**config.mk**
```make
export PLATFORM = sky130hd
export DESIGN_NAME = div_result_bcd
export DESIGN_NICKNAME = d
export VERILOG_FILES = /design/src/rtl/div_pkg.sv /design/src/rtl/bcd_dd_engine.sv /design/src/rtl/div_result_bcd.sv
export SDC_FILE = /design/constraint.sdc
export NUM_CORES = 1
export LEC_CHECK = 0
export ABC_AREA = 1
export BUFFER_PORTS_ARGS = -buffer_cell sky130_fd_sc_hd__buf_2
export CAP_MARGIN = 20
export CORE_UTILIZATION = 40
export DETAILED_ROUTE_END_ITERATION = 7
export GPL_ROUTABILITY_DRIVEN = 0
export RECOVER_POWER = 50
export SLEW_MARGIN = 20
export SYNTH_ARGS = -nofsm -noshare
export SYNTH_HDL_FRONTEND = slang
export SYNTH_SLANG_ARGS = --single-unit
export TNS_END_PERCENT = 30
```
**constraint.sdc**
```tcl
create_clock -name clk -period 1.7 [get_ports clk]
set_input_delay 0.17 -clock clk [delete_from_list [all_inputs] [get_ports clk]]
set_output_delay 0.17 -clock clk [all_outputs]
set_load 0.03 [all_outputs]
```
**src/rtl/div_pkg.sv**
```systemverilog
// Shared definitions for the divider-result BCD converter.
//   state_t    : converter FSM states
//   bcd_digits : number of decimal digits needed for an unsigned value of a given width
//   ERR_DIGIT  : digit code emitted for a divide-by-zero result
package div_pkg;

  typedef enum logic [1:0] {
    IDLE = 2'd0,
    CONV = 2'd1,
    DONE = 2'd2
  } state_t;

  localparam logic [3:0] ERR_DIGIT = 4'hE;

  // Digits needed to print 2^width-1 in decimal; equals ceil(width*log10(2)).
  function automatic int bcd_digits(input int width);
    longint v;
    int     n;
    v = (longint'(1) << width) - 1;
    n = 0;
    while (v > 0) begin
      n++;
      v = v / 10;
    end
    if (n == 0) n = 1;
    return n;
  endfunction

endpackage

```
**src/rtl/bcd_dd_engine.sv**
```systemverilog
// Double-dabble engine for one operand.
//   clk     : clock
//   rst     : synchronous active-high reset (clears shift register and digits)
//   load    : capture operand, clear the BCD accumulator
//   step    : one double-dabble step (adjust digits >=5 by +3, then shift in operand MSB)
//   operand : binary value to convert
//   bcd     : packed BCD accumulator, most significant digit in the top nibble
module bcd_dd_engine #(
  parameter int WIDTH  = 8,
  parameter int DIGITS = 3
) (
  input  logic                  clk,
  input  logic                  rst,
  input  logic                  load,
  input  logic                  step,
  input  logic [WIDTH-1:0]      operand,
  output logic [4*DIGITS-1:0]   bcd
);

  logic [WIDTH-1:0]    sh_q;
  logic [4*DIGITS-1:0] bcd_q;
  logic [4*DIGITS-1:0] adj;

  always_comb begin
    adj = bcd_q;
    for (int i = 0; i < DIGITS; i++) begin
      if (adj[4*i +: 4] >= 4'd5) adj[4*i +: 4] = adj[4*i +: 4] + 4'd3;
    end
  end

  always_ff @(posedge clk) begin
    if (rst) begin
      sh_q  <= '0;
      bcd_q <= '0;
    end else if (load) begin
      sh_q  <= operand;
      bcd_q <= '0;
    end else if (step) begin
      sh_q  <= sh_q << 1;
      bcd_q <= {adj[4*DIGITS-2:0], sh_q[WIDTH-1]};
    end
  end

  assign bcd = bcd_q;

endmodule

```
**src/rtl/div_result_bcd.sv**
```systemverilog
// Converts an unsigned divider result (quotient, remainder) into packed BCD.
// Both operands are converted in parallel, one double-dabble step per cycle.
//   clk, rst             : clock, synchronous active-high reset
//   in_valid / in_ready  : input handshake for quotient/remainder
//   out_valid / out_ready: output handshake for q_bcd/r_bcd
//   busy                 : high whenever not IDLE
// Optional feature, macro DIV_RESULT_BCD_DIV0_EN: adds div_by_zero input and
// out_err output; a flagged result skips conversion and emits all-0xE digits.
//
// state | meaning
// IDLE  | waiting for a result, in_ready high
// CONV  | running WIDTH double-dabble steps (or one cycle for a div-by-zero result)
// DONE  | BCD result held, out_valid high until consumed
module div_result_bcd
  import div_pkg::*;
#(
  parameter int WIDTH  = 8,
  parameter int DIGITS = bcd_digits(WIDTH)
) (
  input  logic                clk,
  input  logic                rst,
  input  logic                in_valid,
  output logic                in_ready,
  input  logic [WIDTH-1:0]    quotient,
  input  logic [WIDTH-1:0]    remainder,
`ifdef DIV_RESULT_BCD_DIV0_EN
  input  logic                div_by_zero,
  output logic                out_err,
`endif
  output logic                out_valid,
  input  logic                out_ready,
  output logic [4*DIGITS-1:0] q_bcd,
  output logic [4*DIGITS-1:0] r_bcd,
  output logic                busy
);

  localparam int CNT_W = $clog2(WIDTH) + 1;

  state_t             state_q, state_d;
  logic [CNT_W-1:0]   cnt_q;
  logic               load;
  logic               step;
  logic               err_q;
  logic [4*DIGITS-1:0] q_eng, r_eng;

`ifdef DIV_RESULT_BCD_DIV0_EN
  always_ff @(posedge clk) begin
    if (rst)       err_q <= 1'b0;
    else if (load) err_q <= div_by_zero;
  end
  assign out_err = err_q && (state_q == DONE);
`else
  assign err_q = 1'b0;
`endif

  always_comb begin
    state_d = state_q;
    load    = 1'b0;
    step    = 1'b0;
    case (state_q)
      IDLE: begin
        if (in_valid) begin
          load    = 1'b1;
          state_d = CONV;
        end
      end
      CONV: begin
        // A div-by-zero result bypasses the steps and finishes one cycle after accept.
        if (err_q) begin
          state_d = DONE;
        end else begin
          step = 1'b1;
          if (cnt_q == CNT_W'(WIDTH - 1)) state_d = DONE;
        end
      end
      DONE: begin
        if (out_ready) state_d = IDLE;
      end
      default: state_d = IDLE;
    endcase
  end

  always_ff @(posedge clk) begin
    if (rst) begin
      state_q <= IDLE;
      cnt_q   <= '0;
    end else begin
      state_q <= state_d;
      if (load)      cnt_q <= '0;
      else if (step) cnt_q <= cnt_q + 1'b1;
    end
  end

  bcd_dd_engine #(.WIDTH(WIDTH), .DIGITS(DIGITS)) u_q_eng (
    .clk     (clk),
    .rst     (rst),
    .load    (load),
    .step    (step),
    .operand (quotient),
    .bcd     (q_eng)
  );

  bcd_dd_engine #(.WIDTH(WIDTH), .DIGITS(DIGITS)) u_r_eng (
    .clk     (clk),
    .rst     (rst),
    .load    (load),
    .step    (step),
    .operand (remainder),
    .bcd     (r_eng)
  );

  assign in_ready  = (state_q == IDLE);
  assign out_valid = (state_q == DONE);
  assign busy      = (state_q != IDLE);
  assign q_bcd     = err_q ? {DIGITS{ERR_DIGIT}} : q_eng;
  assign r_bcd     = err_q ? {DIGITS{ERR_DIGIT}} : r_eng;

endmodule

```
Word level (Yosys, flattened, before mapping) --
Index checks and enable logic that the tools add are counted.
Storage, ports and cells: latch bits 0, word-level logic and storage cells 47, bits in read-only memories 0, bits in registers 46, memories kept 0, output and inout bits 27, bits in writable memories 0, input bits 20
Cells by class: equal/unequal tests 6, shifts and indexed selects 0, reduce and logical (&&, ||, !) cells 5, bitwise logic cells 0, multiplexer cells 17, div/mod/pow operators 0, magnitude comparators 6, multipliers 0, add/subtract/negate cells 7
Operators by type and width (number):
- 2-to-1 mux 8 bit | 4
- greater-or-equal comparator 4 x 3 -> 1 bit (second input constant) | 6
- adder 4 x 2 -> 4 bit (second input constant) | 4
- 2-to-1 mux 4 bit | 4
- adder 3 x 2 -> 3 bit (second input constant) | 2
- 2-to-1 mux 2 bit | 3
- 2-to-1 mux 3 bit | 2
- case mux 2 bit (3 select lines) | 1
- adder 4 x 1 -> 4 bit (second input constant) | 1
- == test 4 x 3 -> 1 bit (second input constant) | 1
- != test 2 bit (second input constant) | 2
- nonzero test 2 bit | 2
- 2-to-1 mux 1 bit | 3
- AND reduction 3 bit | 1
- == test 2 x 1 -> 1 bit (second input constant) | 1
- == test 2 bit (second input constant) | 1
- zero test 2 bit | 1
- != test 2 x 1 -> 1 bit (second input constant) | 1
- OR reduction 2 bit | 1

Depth between registers and ports, before layout --
depth in word-level cells 4, gate-level depth with buffers 10, gate-level depth less buffers 10

Cells and area by module --
From an unflattened synthesis, not the netlist that was laid out.
Second synthesis, totals: cells, all modules 350, area total of the unflattened synthesis 2488.6 um^2
By module, submodules not included:
- bcd_dd_engine | cells an instance 153, seq. area each 400.4 um^2, instances 2, area an instance 1087.3 um^2
- div_result_bcd | cells an instance 44, seq. area each 120.1 um^2, instances 1, area an instance 314.1 um^2

Least setup slack after synthesis --
OpenSTA, ideal clock, no wires.
kind register -> register, start point register u_r_eng.bcd_q[9] (netlist: u_r_eng.bcd[9]), end point register u_r_eng.bcd_q[9] (netlist: u_r_eng.bcd[9]), path buffers 0, setup time 109 ps, slack 254 ps, data required time 1591 ps, stages on the path, launching flop included 9, arrival 1337 ps, period minus slack after synthesis 1446 ps, cells stage by stage dfxtp_1 -> inv_1 -> ha_1 -> o21ai_0 -> nand2_1 -> nand2_1 -> nand3_1 -> nand2_1 -> inv_1
Between the ends: word-level cells in the longest chain between the ends 2
RTL lines:
- start, declared | RTL line bcd_dd_engine.sv:21 | logic [4*DIGITS-1:0] bcd_q;
- start signal, assigned | RTL line bcd_dd_engine.sv:40 | bcd_q <= {adj[4*DIGITS-2:0], sh_q[WIDTH-1]};
- greater-or-equal comparator 4 x 3 -> 1 bit | RTL line bcd_dd_engine.sv:27 | if (adj[4*i +: 4] >= 4'd5) adj[4*i +: 4] = adj[4*i +: 4] + 4'd3;
- 2-to-1 mux 3 bit | RTL line bcd_dd_engine.sv:27
No other way between the ends. A chain may end at the register's enable or synchronous reset.

Worst setup path in the final report --
start point register state_q[0], end point register u_r_eng.bcd_q[7] (netlist: u_r_eng.bcd[7])
Between the ends: word-level cells in the longest chain between the ends 3, elaborated cells on any way between the ends 5, classes of those cells eq/ne (1); mux (2); reduce/logical (2)
RTL lines:
- start, declared | RTL line div_result_bcd.sv:39 | state_t state_q, state_d;
- start signal, assigned | RTL line div_result_bcd.sv:88 | state_q <= state_d;
- zero test 2 bit | RTL line div_result_bcd.sv:60 | case (state_q)
- 2-to-1 mux 1 bit | RTL line div_result_bcd.sv:60
- OR reduction 2 bit (no source line)
Several ways; a longest one is shown, not always the timed one.

==> metrics.log <==
[metrics] run status: complete, no violations
[metrics] total via count in the routed design: 2339
[metrics] Detailed Routing Iterations Pass 1: 4
[metrics] TritonCTS Buffers: 5
[metrics] max-slew violations: 0
[metrics] Final Hold Vio Count: 0
[metrics] power share of the combinational group: between 10% and 20%
[metrics] switching pwr: 759 uW
[metrics] yosys warns: 0
[metrics] number of buffer cells added on primary ports: 46
[metrics] sequential power share: 50.0%
[metrics] Placeable Area: between 0.005 and 0.006 mm^2
[metrics] share of synthesized area occupied by flip-flops and latches: between 30% and 40%
[metrics] overall die area: 0.00635 mm^2
[metrics] wire length of the first global-routing pass: just over 9000 um
[metrics] met2 Track Usage GR: between 30% and 40%
[metrics] Synth Register Bits: 46
[metrics] Worst-Margin Slew: 0.513 ns
[metrics] clock edge transition at the registers on the reported setup and hold paths: 0.09 ns
[metrics] Hold Worst Slack: around 0.12 ns
[metrics] fraction of power spent switching nets: a little under a third
[metrics] Slew headroom: around two thirds
[metrics] setup ws final: approximately 0.19 ns
[metrics] cell count after synthesis: ~360
[metrics] count of clock tree sinks: 46
[metrics] num rows: 27
[metrics] cts repair resizes: 0
[metrics] class of the tightest hold or removal check: primary input to register
[metrics] internal power: approximately 1600 uW
[metrics] area delta synth->final: 14.5%
[metrics] vertical extent of the die: 79.7 um
[metrics] met1 global-route usage: 21.5%
[metrics] Final period util: around nine tenths
[metrics] drt via density: 4.92
[metrics] Total Neg Setup Slack: 0 ns
[metrics] io pins: 47
[metrics] max-cap violations: 0
[metrics] Final Routed Wirelength: between 5000 and 6000 um
[metrics] clock network fraction of total power: 30.1%
[metrics] class of the most critical setup path: register to register
[metrics] number of antenna violations at the first check in global routing: 0
[metrics] die width: 79.7 um
[metrics] Peak Freq: between 600 and 700 MHz
[metrics] Setup-failing EPs final: 0
[metrics] clock tree skew after final layout: between 0.007 and 0.008 ns
[metrics] Post CTS Setup Buffer Count: 0
[metrics] via count of the first global-routing pass: roughly 2100
[metrics] post-placement worst setup slack: between 0.3 and 0.4 ns
[metrics] area of combinational cells with multiple inputs: roughly 0.0012 mm^2
[metrics] starting density of the core: between 40% and 50%
[metrics] detailed-placement wirelength estimate: ~3600 um
[metrics] power per standard cell area: between 800 and 900 mW/mm^2
[metrics] worst-skew pair later-pin latency: about 0.3 ns
[metrics] GRT Util Overall: 18.0%
[metrics] remaining antenna violation count: 0
[metrics] Longest Clk Path Bufs: 2
[metrics] area of the mapped netlist: roughly 0.0024 mm^2
[metrics] worst-case vdd ir drop: 0.436 mV
[metrics] kind of launch point of the worst setup path: register
[metrics] share of post-route cells with drive strength above 1: slightly below 10%
[metrics] TritonCTS clock tree: done
[metrics] Final Instance Count excl. Fillers: between 400 and 500
[metrics] Post-Synthesis Mean Instance Area: 6.74 um^2
[metrics] drc violations: 0
[metrics] M3 GR Usage: under 10%
[metrics] worst-path fanout max: 34
[metrics] drt wl/cell: approximately 11 um
[metrics] Nets: roughly 440
[metrics] unrepaired setup endpoints after global routing: no
[metrics] Iter 0 DRT Violations: 130
[metrics] total instance count after detailed placement: 467
[metrics] pin count of the biggest net entering global routing: 35
[metrics] library cell used as clock root buffer: clkbuf_8
[metrics] # hold bufs at CTS: 0
[metrics] Leakage Power: approximately 0.0012 uW
[metrics] net count of the mapped netlist: just under 400
[metrics] required arrival time at the worst endpoint: 1.93 ns
[metrics] Overflow after GRT: 0
[metrics] sort of element at the end of the critical path: register
[metrics] layer with the highest usage after global routing: met2
[metrics] fill cell count: between 600 and 700
[metrics] worst path arrival time: ~1.7 ns
[metrics] post-synth cell types: 20
[metrics] Antenna Diode Count: 0
[metrics] Sequential Area: roughly 920 um^2
[metrics] H-tree depth reported by CTS: 2
[metrics] time the final worst path needs with I/O delays and setup: roughly 1.5 ns
cell usage after synthesis:
cell      instances  share of area, %
a21oi_1          27               5.6
a31oi_1          14               3.6
buf_2             6               1.2
buf_4             4               1.2
clkbuf_1          4              0.62
dfxtp_1          46                38
ha_1             13               6.7
inv_1            49               7.6
inv_2             1              0.16
nand2_1         103                16
nand2_2           1              0.26
nand2_4           2              0.93
nand3_1          51                11
nor2_1           22               3.4
nor2_4            1              0.47
nor3_1            1              0.21
o21ai_0          10               2.1
o21ai_2           1              0.36
o31ai_1           1              0.31
xnor2_1           1              0.36
final cells by class:
| cell class | instances | area share, % |
|---|---|---|
| multi-input cells | 248 | 44.2 |
| flip-flops and latches | 46 | 33.3 |
| clock inverters | 2 | 0.453 |
| inverters | 50 | 6.79 |
| clock buffers | 6 | 2.99 |
| well taps | 72 | 3.26 |
| repair buffers | 51 | 8.96 |
path summary, 6_finish.rpt:
check	startpoint	endpoint	slack, ns	depth (start not counted)
max	state_q[0]	u_r_eng.bcd[7]	0.19	5
min	quotient[0]	u_q_eng.sh_q[0]	0.12	3
max reg2reg	state_q[0]	u_r_eng.bcd[7]	0.19	5
min reg2reg	u_q_eng.sh_q[0]	u_q_eng.sh_q[0]	0.47	2
registers in the layout (all words and copies together) (netlist names):
signal / cells
u_r_eng.bcd: 12
u_r_eng.sh_q: 8
cnt_q: 4
u_q_eng.sh_q: 8
state_q: 2
u_q_eng.bcd: 12
power groups by stage:
stage	registers, uW	logic [uW]	clock network, uW
detailed placement	1210	487	0
global placement	1210	484	0
floorplan	1250	314	0
finish	1190	472	716
CTS	1190	489	746
global route	1200	534	792
cells in the final DEF (no fill, tap or decap), types with 3 or more instances in the layout:
cell,Yosys,routed
a31oi_1,14,14
buf_2,6,22
dfxtp_1,46,46
clkbuf_8,0,6
buf_4,4,3
a21oi_1,27,27
clkbuf_1,4,24
ha_1,13,13
inv_1,49,50
nand3_1,51,51
o21ai_0,10,10
nor2_1,22,22
nand2_1,103,104
cell families (layout without fill, tap and decap cells):
group	after synthesis	in the layout	share of synthesized area, %
DFF	46	46	38.2
AOI/OAI and AO/OA	53	53	12.0
adders and majority gates	13	13	6.74
and+or+nand+nor	181	181	31.9
xor gates and xnor gates	1	1	0.363
buffers and inverters	64	109	10.9
critical path: stages, from the launching register on:
cell,delay (ns)
dfxtp_1,0.44
nand2_1,0.16
inv_1,0.34
buf_12,0.25
nand3_1,0.09
a21oi_1,0.17
per-layer routing:
layer  wire [um]  vias to the layer above
li1            -                     1231
met1        2550                     1045
met4          70                        0
met3         195                        7
met2        2430                       56
met5           0                        -
stage by stage:
stage	util, %	total power (uW)	cell area (um^2)
floorplan	-	1570	2410
global route	48.7	2530	2760
finish	48.7	2380	2760
global placement	47.7	1700	2710
CTS	49.4	2420	2800
detailed placement	47.7	1700	2710
No activity file was read; power rests on OpenSTA's default activity.
